===== config.mk =====
export PLATFORM = sky130hd
export DESIGN_NAME = line_cache_ctrl
export DESIGN_NICKNAME = d
export VERILOG_FILES = /design/src/rtl/line_cache_ctrl.sv
export SDC_FILE = /design/constraint.sdc
export NUM_CORES = 1
export LEC_CHECK = 0
export CAP_MARGIN = 5
export CELL_PAD_IN_SITES_DETAIL_PLACEMENT = 1
export CELL_PAD_IN_SITES_GLOBAL_PLACEMENT = 1
export CORE_UTILIZATION = 40
export DETAILED_ROUTE_END_ITERATION = 6
export DONT_BUFFER_PORTS = 1
export PLACE_DENSITY_LB_ADDON = 0.1
export SYNTH_ARGS = -nofsm -noshare
export SYNTH_HDL_FRONTEND = slang
export SYNTH_SLANG_ARGS = --single-unit

===== constraint.sdc =====
create_clock -name pxlClk -period 8.8 [get_ports pxlClk]
set_clock_uncertainty 0.2 [all_clocks]
set_input_delay 1.32 -clock pxlClk [delete_from_list [all_inputs] [get_ports pxlClk]]
set_output_delay 1.32 -clock pxlClk [all_outputs]
set_load 0.02 [all_outputs]

===== src/rtl/line_cache_ctrl.sv =====
// Line-cache sequencer: copies prev/cur/next GBA lines from a 4-slot line RAM into the idle
// bank of a double-buffered cache. Define NEIGHBOUR_ROWS_EN to fetch all three rows (else cur only).
module line_cache_ctrl #(
  parameter int LINE_PIXELS = 240,
  parameter int LINE_COUNT  = 160
) (
  input  logic        pxlClk,
  input  logic        rst,
  input  logic        newFrame,
  input  logic        wrLineDone,
  input  logic        nextLine,
  input  logic        cacheUpdate,
  output logic [9:0]  ramAddr,
  output logic        ramRe,
  input  logic [23:0] ramData,
  output logic        cacheWe,
  output logic [1:0]  cacheRow,
  output logic [7:0]  cacheAddr,
  output logic [23:0] cacheData,
  output logic        bankSel,
  output logic        busy,
  output logic [7:0]  curLine,
  output logic        underrun
);

  localparam logic [7:0] LAST_PXL  = 8'(LINE_PIXELS - 1);
  localparam logic [7:0] LAST_LINE = 8'(LINE_COUNT - 1);
  localparam logic [7:0] LINE_CNT  = 8'(LINE_COUNT);
`ifdef NEIGHBOUR_ROWS_EN
  localparam logic [1:0] FIRST_ROW = 2'd0;
  localparam logic [1:0] LAST_ROW  = 2'd2;
`else
  localparam logic [1:0] FIRST_ROW = 2'd1;
  localparam logic [1:0] LAST_ROW  = 2'd1;
`endif

  typedef enum logic [1:0] {S_IDLE, S_FETCH, S_DRAIN, S_SWAP} state_t;

  state_t      state_q, state_d;
  logic [7:0]  wr_cnt_q, wr_cnt_d;
  logic [7:0]  cur_line_q, cur_line_d;
  logic        pend_q, pend_d;
  logic        underrun_q, underrun_d;
  logic        bank_q, bank_d;
  logic        busy_q, busy_d;
  logic [1:0]  slot0_q, slot0_d, slot1_q, slot1_d, slot2_q, slot2_d;
  logic [1:0]  row_q, row_d;
  logic [7:0]  pxl_q, pxl_d;
  logic        re_q, re_d;
  logic [9:0]  addr_q, addr_d;
  logic        re1_q, we_q;
  logic [1:0]  row1_q, crow_q;
  logic [7:0]  pxl1_q, caddr_q;
  logic [23:0] cdata_q;

  logic [7:0]  cur_adv_s;
  logic [1:0]  map0_s, map1_s, map2_s;
  logic        fetch_bad_s;
  logic        last_read_s;

  function automatic logic [7:0] line_inc(input logic [7:0] line);
    logic [7:0] nxt;
    nxt = (line >= LAST_LINE) ? LAST_LINE : line + 8'd1;
    return nxt;
  endfunction

  // Neighbour rows clamp to the frame edges, replicating cur there
  function automatic logic [7:0] row_line(input logic [7:0] cur, input logic [1:0] row);
    logic [7:0] tgt;
    case (row)
      2'd0:    tgt = (cur == 8'd0) ? cur : cur - 8'd1;
      2'd2:    tgt = (cur >= LAST_LINE) ? cur : cur + 8'd1;
      default: tgt = cur;
    endcase
    return tgt;
  endfunction

  function automatic logic [1:0] row_slot(input logic [7:0] cur, input logic [1:0] row,
                                          input logic [7:0] wr_cnt);
    logic [7:0] tgt;
    tgt = row_line(cur, row);
    return (tgt >= wr_cnt) ? cur[1:0] : tgt[1:0];
  endfunction

  function automatic logic row_bad(input logic [7:0] cur, input logic [1:0] row,
                                   input logic [7:0] wr_cnt);
    return (cur >= wr_cnt) || (row_line(cur, row) >= wr_cnt);
  endfunction

  function automatic logic [1:0] slot_pick(input logic [1:0] row, input logic [1:0] s0,
                                           input logic [1:0] s1, input logic [1:0] s2);
    logic [1:0] sel;
    case (row)
      2'd0:    sel = s0;
      2'd2:    sel = s2;
      default: sel = s1;
    endcase
    return sel;
  endfunction

  // Slot mapping for a fetch that would start this cycle (same-cycle advance included)
  always_comb begin
    cur_adv_s   = nextLine ? line_inc(cur_line_q) : cur_line_q;
    map0_s      = row_slot(cur_adv_s, 2'd0, wr_cnt_q);
    map1_s      = row_slot(cur_adv_s, 2'd1, wr_cnt_q);
    map2_s      = row_slot(cur_adv_s, 2'd2, wr_cnt_q);
`ifdef NEIGHBOUR_ROWS_EN
    fetch_bad_s = row_bad(cur_adv_s, 2'd0, wr_cnt_q) | row_bad(cur_adv_s, 2'd1, wr_cnt_q) |
                  row_bad(cur_adv_s, 2'd2, wr_cnt_q);
`else
    fetch_bad_s = row_bad(cur_adv_s, 2'd1, wr_cnt_q);
`endif
    last_read_s = (pxl_q == LAST_PXL) && (row_q == LAST_ROW);
  end

  // State register
  always_ff @(posedge pxlClk or posedge rst) begin
    if (rst) begin
      state_q <= S_IDLE;
    end else begin
      state_q <= state_d;
    end
  end

  // Next-state logic
  always_comb begin
    state_d = state_q;
    if (newFrame) begin
      state_d = S_IDLE;
    end else begin
      case (state_q)
        S_IDLE:  state_d = cacheUpdate ? S_FETCH : S_IDLE;
        S_FETCH: state_d = last_read_s ? S_DRAIN : S_FETCH;
        S_DRAIN: state_d = re1_q ? S_DRAIN : S_SWAP;
        S_SWAP:  state_d = S_IDLE;
        default: state_d = S_IDLE;
      endcase
    end
  end

  // Output and datapath next-state logic
  always_comb begin
    cur_line_d = cur_line_q;
    pend_d     = pend_q;
    underrun_d = underrun_q;
    bank_d     = bank_q;
    slot0_d    = slot0_q;
    slot1_d    = slot1_q;
    slot2_d    = slot2_q;
    row_d      = row_q;
    pxl_d      = pxl_q;
    re_d       = 1'b0;
    addr_d     = addr_q;
    busy_d     = (state_d != S_IDLE);
    if (newFrame) begin
      wr_cnt_d = wrLineDone ? 8'd1 : 8'd0;
    end else if (wrLineDone && (wr_cnt_q < LINE_CNT)) begin
      wr_cnt_d = wr_cnt_q + 8'd1;
    end else begin
      wr_cnt_d = wr_cnt_q;
    end
    if (newFrame) begin
      cur_line_d = 8'd0;
      pend_d     = 1'b0;
      underrun_d = 1'b0;
    end else begin
      case (state_q)
        S_IDLE: begin
          cur_line_d = cur_adv_s;
          if (cacheUpdate) begin
            slot0_d    = map0_s;
            slot1_d    = map1_s;
            slot2_d    = map2_s;
            underrun_d = underrun_q | fetch_bad_s;
            row_d      = FIRST_ROW;
            pxl_d      = 8'd0;
            re_d       = 1'b1;
            addr_d     = {slot_pick(FIRST_ROW, map0_s, map1_s, map2_s), 8'd0};
          end else begin
            re_d = 1'b0;
          end
        end
        S_FETCH: begin
          pend_d     = pend_q | nextLine;
          underrun_d = underrun_q | cacheUpdate;
          if (last_read_s) begin
            re_d = 1'b0;
          end else begin
            re_d = 1'b1;
            if (row_q == LAST_ROW) begin
              row_d = FIRST_ROW;
              pxl_d = pxl_q + 8'd1;
            end else begin
              row_d = row_q + 2'd1;
              pxl_d = pxl_q;
            end
            addr_d = {slot_pick(row_d, slot0_q, slot1_q, slot2_q), pxl_d};
          end
        end
        S_DRAIN: begin
          pend_d     = pend_q | nextLine;
          underrun_d = underrun_q | cacheUpdate;
          bank_d     = re1_q ? bank_q : ~bank_q;
        end
        S_SWAP: begin
          underrun_d = underrun_q | cacheUpdate;
          cur_line_d = (pend_q | nextLine) ? line_inc(cur_line_q) : cur_line_q;
          pend_d     = 1'b0;
        end
        default: begin
          cur_line_d = cur_line_q;
        end
      endcase
    end
  end

  // Control and read-issue registers
  always_ff @(posedge pxlClk or posedge rst) begin
    if (rst) begin
      wr_cnt_q   <= 8'd0;
      cur_line_q <= 8'd0;
      pend_q     <= 1'b0;
      underrun_q <= 1'b0;
      bank_q     <= 1'b0;
      busy_q     <= 1'b0;
      slot0_q    <= 2'd0;
      slot1_q    <= 2'd0;
      slot2_q    <= 2'd0;
      row_q      <= 2'd0;
      pxl_q      <= 8'd0;
      re_q       <= 1'b0;
      addr_q     <= 10'd0;
    end else begin
      wr_cnt_q   <= wr_cnt_d;
      cur_line_q <= cur_line_d;
      pend_q     <= pend_d;
      underrun_q <= underrun_d;
      bank_q     <= bank_d;
      busy_q     <= busy_d;
      slot0_q    <= slot0_d;
      slot1_q    <= slot1_d;
      slot2_q    <= slot2_d;
      row_q      <= row_d;
      pxl_q      <= pxl_d;
      re_q       <= re_d;
      addr_q     <= addr_d;
    end
  end

  // Write pipeline: RAM latency stage, then registered cache write; newFrame kills in-flight writes
  always_ff @(posedge pxlClk or posedge rst) begin
    if (rst) begin
      re1_q   <= 1'b0;
      row1_q  <= 2'd0;
      pxl1_q  <= 8'd0;
      we_q    <= 1'b0;
      crow_q  <= 2'd0;
      caddr_q <= 8'd0;
      cdata_q <= 24'd0;
    end else if (newFrame) begin
      re1_q <= 1'b0;
      we_q  <= 1'b0;
    end else begin
      re1_q   <= re_q;
      row1_q  <= row_q;
      pxl1_q  <= pxl_q;
      we_q    <= re1_q;
      crow_q  <= row1_q;
      caddr_q <= pxl1_q;
      cdata_q <= re1_q ? ramData : cdata_q;
    end
  end

  assign ramAddr   = addr_q;
  assign ramRe     = re_q;
  assign cacheWe   = we_q;
  assign cacheRow  = crow_q;
  assign cacheAddr = caddr_q;
  assign cacheData = cdata_q;
  assign bankSel   = bank_q;
  assign busy      = busy_q;
  assign curLine   = cur_line_q;
  assign underrun  = underrun_q;

endmodule


==> impl_metrics.toml <==
[status]
status = "finished clean"

[power]
power.internal_uw = 631
ir_drop_mv = 0.0983
p_comb_frac = 0.141
clkPwrFrac = 0.278
p_switching_uw = 307
seqPwrFrac = 0.581
power_density_nw_per_um2 = 198
switching_share = 0.327
leakage_nw = 2.08
finalPower_uw = 938

[setup_path]
worstPathArrival_ns = 4.68
crit_path_top_delay_cell = "dfrtp_1"
crit_family = "simple AND/OR/NAND/NOR gates"
r2r-start = "curLine[0]$_DFFE_PP0P_"
required_ns = 8.89
cp_max_fo = 12
crit_cells = 14
crit_buf_inv = 0
reg2reg_depth = 14
worstSetupPathType = "flop to flop"
worstPathCellList = "ha_1 > and4_1 > o21ai_4 > a21oi_1 > or3_4 > nor4_4 > o22ai_1 > ha_1 > a21oi_1 > o21ai_0 > a41oi_1 > a21oi_1 > or3_1 > o21ai_1"
start_kind = "flop"
critPathMaxStageDelay_ns = 0.58
path_common_cell = "a21oi_1"
rrSetupSlack_ns = 4.22
reg2reg_to = "slot0_q[0]$_DFFE_PP0P_"
cp-end-kind = "flop"

[routing]
ant_nets = 0
viasPerCell = 5.52
vias = 3118
first_pass_iters = 4
drt_iter0_drc = 120
wl_mm = 9.85
wl_per_cell_um = 17.4
drc = 0

[sta]
tightest_slew_ns = 1.10
fin_crit_ns = 4.58
setup_violations = 0
fmax_mhz = 218
hold_violations = 0
hold_ws_ns = 0.293
slew_viol_final = 0
max_slew_margin = 0.260
setup_slack_ns = 4.22
rsz0062_at_grt = "false"
fin_tns_setup_ns = 0
post-route-period-util = 0.521

[clock_tree]
postCtsSetupBuffers = 0
cts.clk_slew.worst_paths_ns = 0.09
numCtsBuffers = 9
ctsResizeCount = 0
clock_latency_ns = 0.36
cts_sinks = 85
htree_levels = 3
cts_tree = "done"
cts_hold_buf = 0
cts_root_buf = "clkbuf_8"
clockBufferDepth = 2

[floorplan]
initial_core_util = 0.413
die_h_um = 108
fp.dieW_um = 108
num_io_pins = 87
rows = 38
core_um2 = 10900
dieArea_um2 = 11700

[logic_synthesis]
ys_ff_latch = 85
synthMuxAreaShare = 0.114
synth-main-ff-cell = "dfrtp_1"
synth_nets = 486
synth.distinct_cells = 58
synth_area_um2 = 4490
synth-async-reset-ratio = 1.00
synthAdderAreaFrac = 0.0640
synth_compound_area_frac = 0.122
yosys.area_share.simple = 0.157
ys_seq_area_frac = 0.473
syn-instance-count = 433
synth_edf_count = 0
yosysWarnings = 0
synth_xor_area_frac = 0.0253
synth_top_family_by_area = "simple AND/OR/NAND/NOR gates"
syn_area_per_cell_um2 = 10.4

[finish]
drive_above_1_share = 0.176
num-nets-final = 473
final_core_util = 0.436
final_cell_area_um2 = 4750
area_delta_synth_final_pct = 5.62
antenna_cells = 0
final_cells = 565

[placed_design]
port-buffer-count = 0
dp_hpwl_mm = 7.16
placed_cells = 549
place_ws_ns = 4.20
place_congestion = 0.755
place_area_um2 = 4560

[worst_hold_path]
hp-start = "row1_q[1]$_DFFE_PP0N_"
holdPathEnd = "row1_q[1]$_DFFE_PP0N_"
holdPathStages = 2
hp-class = "flop to flop"

[job]
max_cap_viol_count = 0

[grt]
antenna_found_initial = 0
grt.total_usage = 0.183
grt_pass1_wl_mm = 16.4
grt_max_degree = 86
first_global_vias = 3154
overflow = 0
-- layer usage --
| layer | up-vias | part of all wire | GRT usage |
|---|---|---|---|
| li1 | 1496 | - | - |
| met1 | 1548 | 0.49 | 0.262 |
| met2 | 62 | 0.45 | 0.269 |
| met3 | 12 | 0.044 | 0.0428 |
| met4 | 0 | 0.015 | 0.0675 |
| met5 | - | 0 | 0 |
-- worst max-delay path by stage --
stage | to | from | slack [ns]
after detailed placement | slot0_q[0]$_DFFE_PP0P_ | nextLine | 4.20
final | slot0_q[0]$_DFFE_PP0P_ | curLine[0]$_DFFE_PP0P_ | 4.22
after CTS | slot0_q[0]$_DFFE_PP0P_ | curLine[0]$_DFFE_PP0P_ | 4.25
after global routing | slot0_q[1]$_DFFE_PP0P_ | curLine[0]$_DFFE_PP0P_ | 3.94
after global placement | slot0_q[1]$_DFFE_PP0P_ | nextLine | 4.40
after floorplan | slot0_q[0]$_DFFE_PP0P_ | nextLine | 4.47
-- cell usage after synthesis, drive strengths merged (2+ instances only) --
master  count  area share
ha         23       0.064
or3         4      0.0067
mux2       42        0.11
a21oi      22       0.024
and4        3      0.0058
a21o        6       0.010
a211oi      4      0.0067
a31oi       3      0.0075
o22ai       4      0.0056
nor4        3      0.0075
mux2i       4      0.0089
inv        21       0.018
and2        3      0.0042
a311oi      2      0.0039
clkbuf     14       0.012
nor3        8      0.0089
buf        11       0.014
dfrtp      85        0.47
nor2       40       0.033
xnor2       8       0.016
a221o       2      0.0045
xor2        5      0.0097
nand4       8       0.011
a41oi       2      0.0039
o32ai       2      0.0039
o21ai      22       0.027
or2         7       0.010
o21a        5      0.0084
nor2b       4      0.0056
nand3b      2      0.0033
nand2b      6      0.0084
nand3      11       0.012
nand2      32       0.027
and3        3      0.0042
nor3b       2      0.0045
-- layout make-up --
class / instances / area [um^2]
clock buffer: 12 / 155
tap: 140 / 175
clock inverter: 4 / 30.0
timing repair buffer: 1 / 7.51
fill: 1230 / 6140
multi-input combinational: 302 / 2170
inverter: 21 / 80.1
sequential: 85 / 2130
-- tightest hold or removal path, stage by stage, from the launching register on --
cell	delay [ns]
dfrtp_1	0.35
nand2_1	0.05
o21ai_0	0.06
-- layout by cell type, fill, tap and decap left out, types with 11 or more instances in the layout --
cell / n
dfrtp_1: 85
ha_1: 23
mux2_2: 42
o21ai_0: 18
clkbuf_8: 11
nand2_1: 32
inv_1: 19
nand3_1: 11
a21oi_1: 22
nor2_1: 40
-- flip-flops by register name, indices dropped and copies added (netlist names), 2 cells and up --
| name | count |
|---|---|
| slot1_q | 2 |
| row1_q | 2 |
| curLine | 8 |
| cacheData | 24 |
| slot0_q | 2 |
| pxl1_q | 8 |
| wr_cnt_q | 8 |
| pxl_q | 7 |
| state_q | 2 |
| cacheRow | 2 |
| cacheAddr | 8 |
| row_q | 2 |
| ramAddr | 3 |
-- cells by family after synthesis --
| group | count (synthesis) |
|---|---|
| and+or+nand+nor | 138 |
| muxes | 46 |
| buffers and inverters | 46 |
| xor gates and xnor gates | 13 |
| AOI/OAI and AO/OA | 82 |
| DFF | 85 |
| adders and majority gates | 23 |
-- power groups by stage --
stage / Combinational, mW / Clock, mW / Sequential, mW
2_1_floorplan: 0.114 / 0 / 0.537
3_3_place_gp: 0.129 / 0 / 0.551
3_5_place_dp: 0.135 / 0 / 0.554
4_1_cts: 0.136 / 0.273 / 0.546
5_1_grt: 0.152 / 0.288 / 0.555
6_report: 0.132 / 0.261 / 0.545
Note: power is estimated with default switching activity, not from simulation.
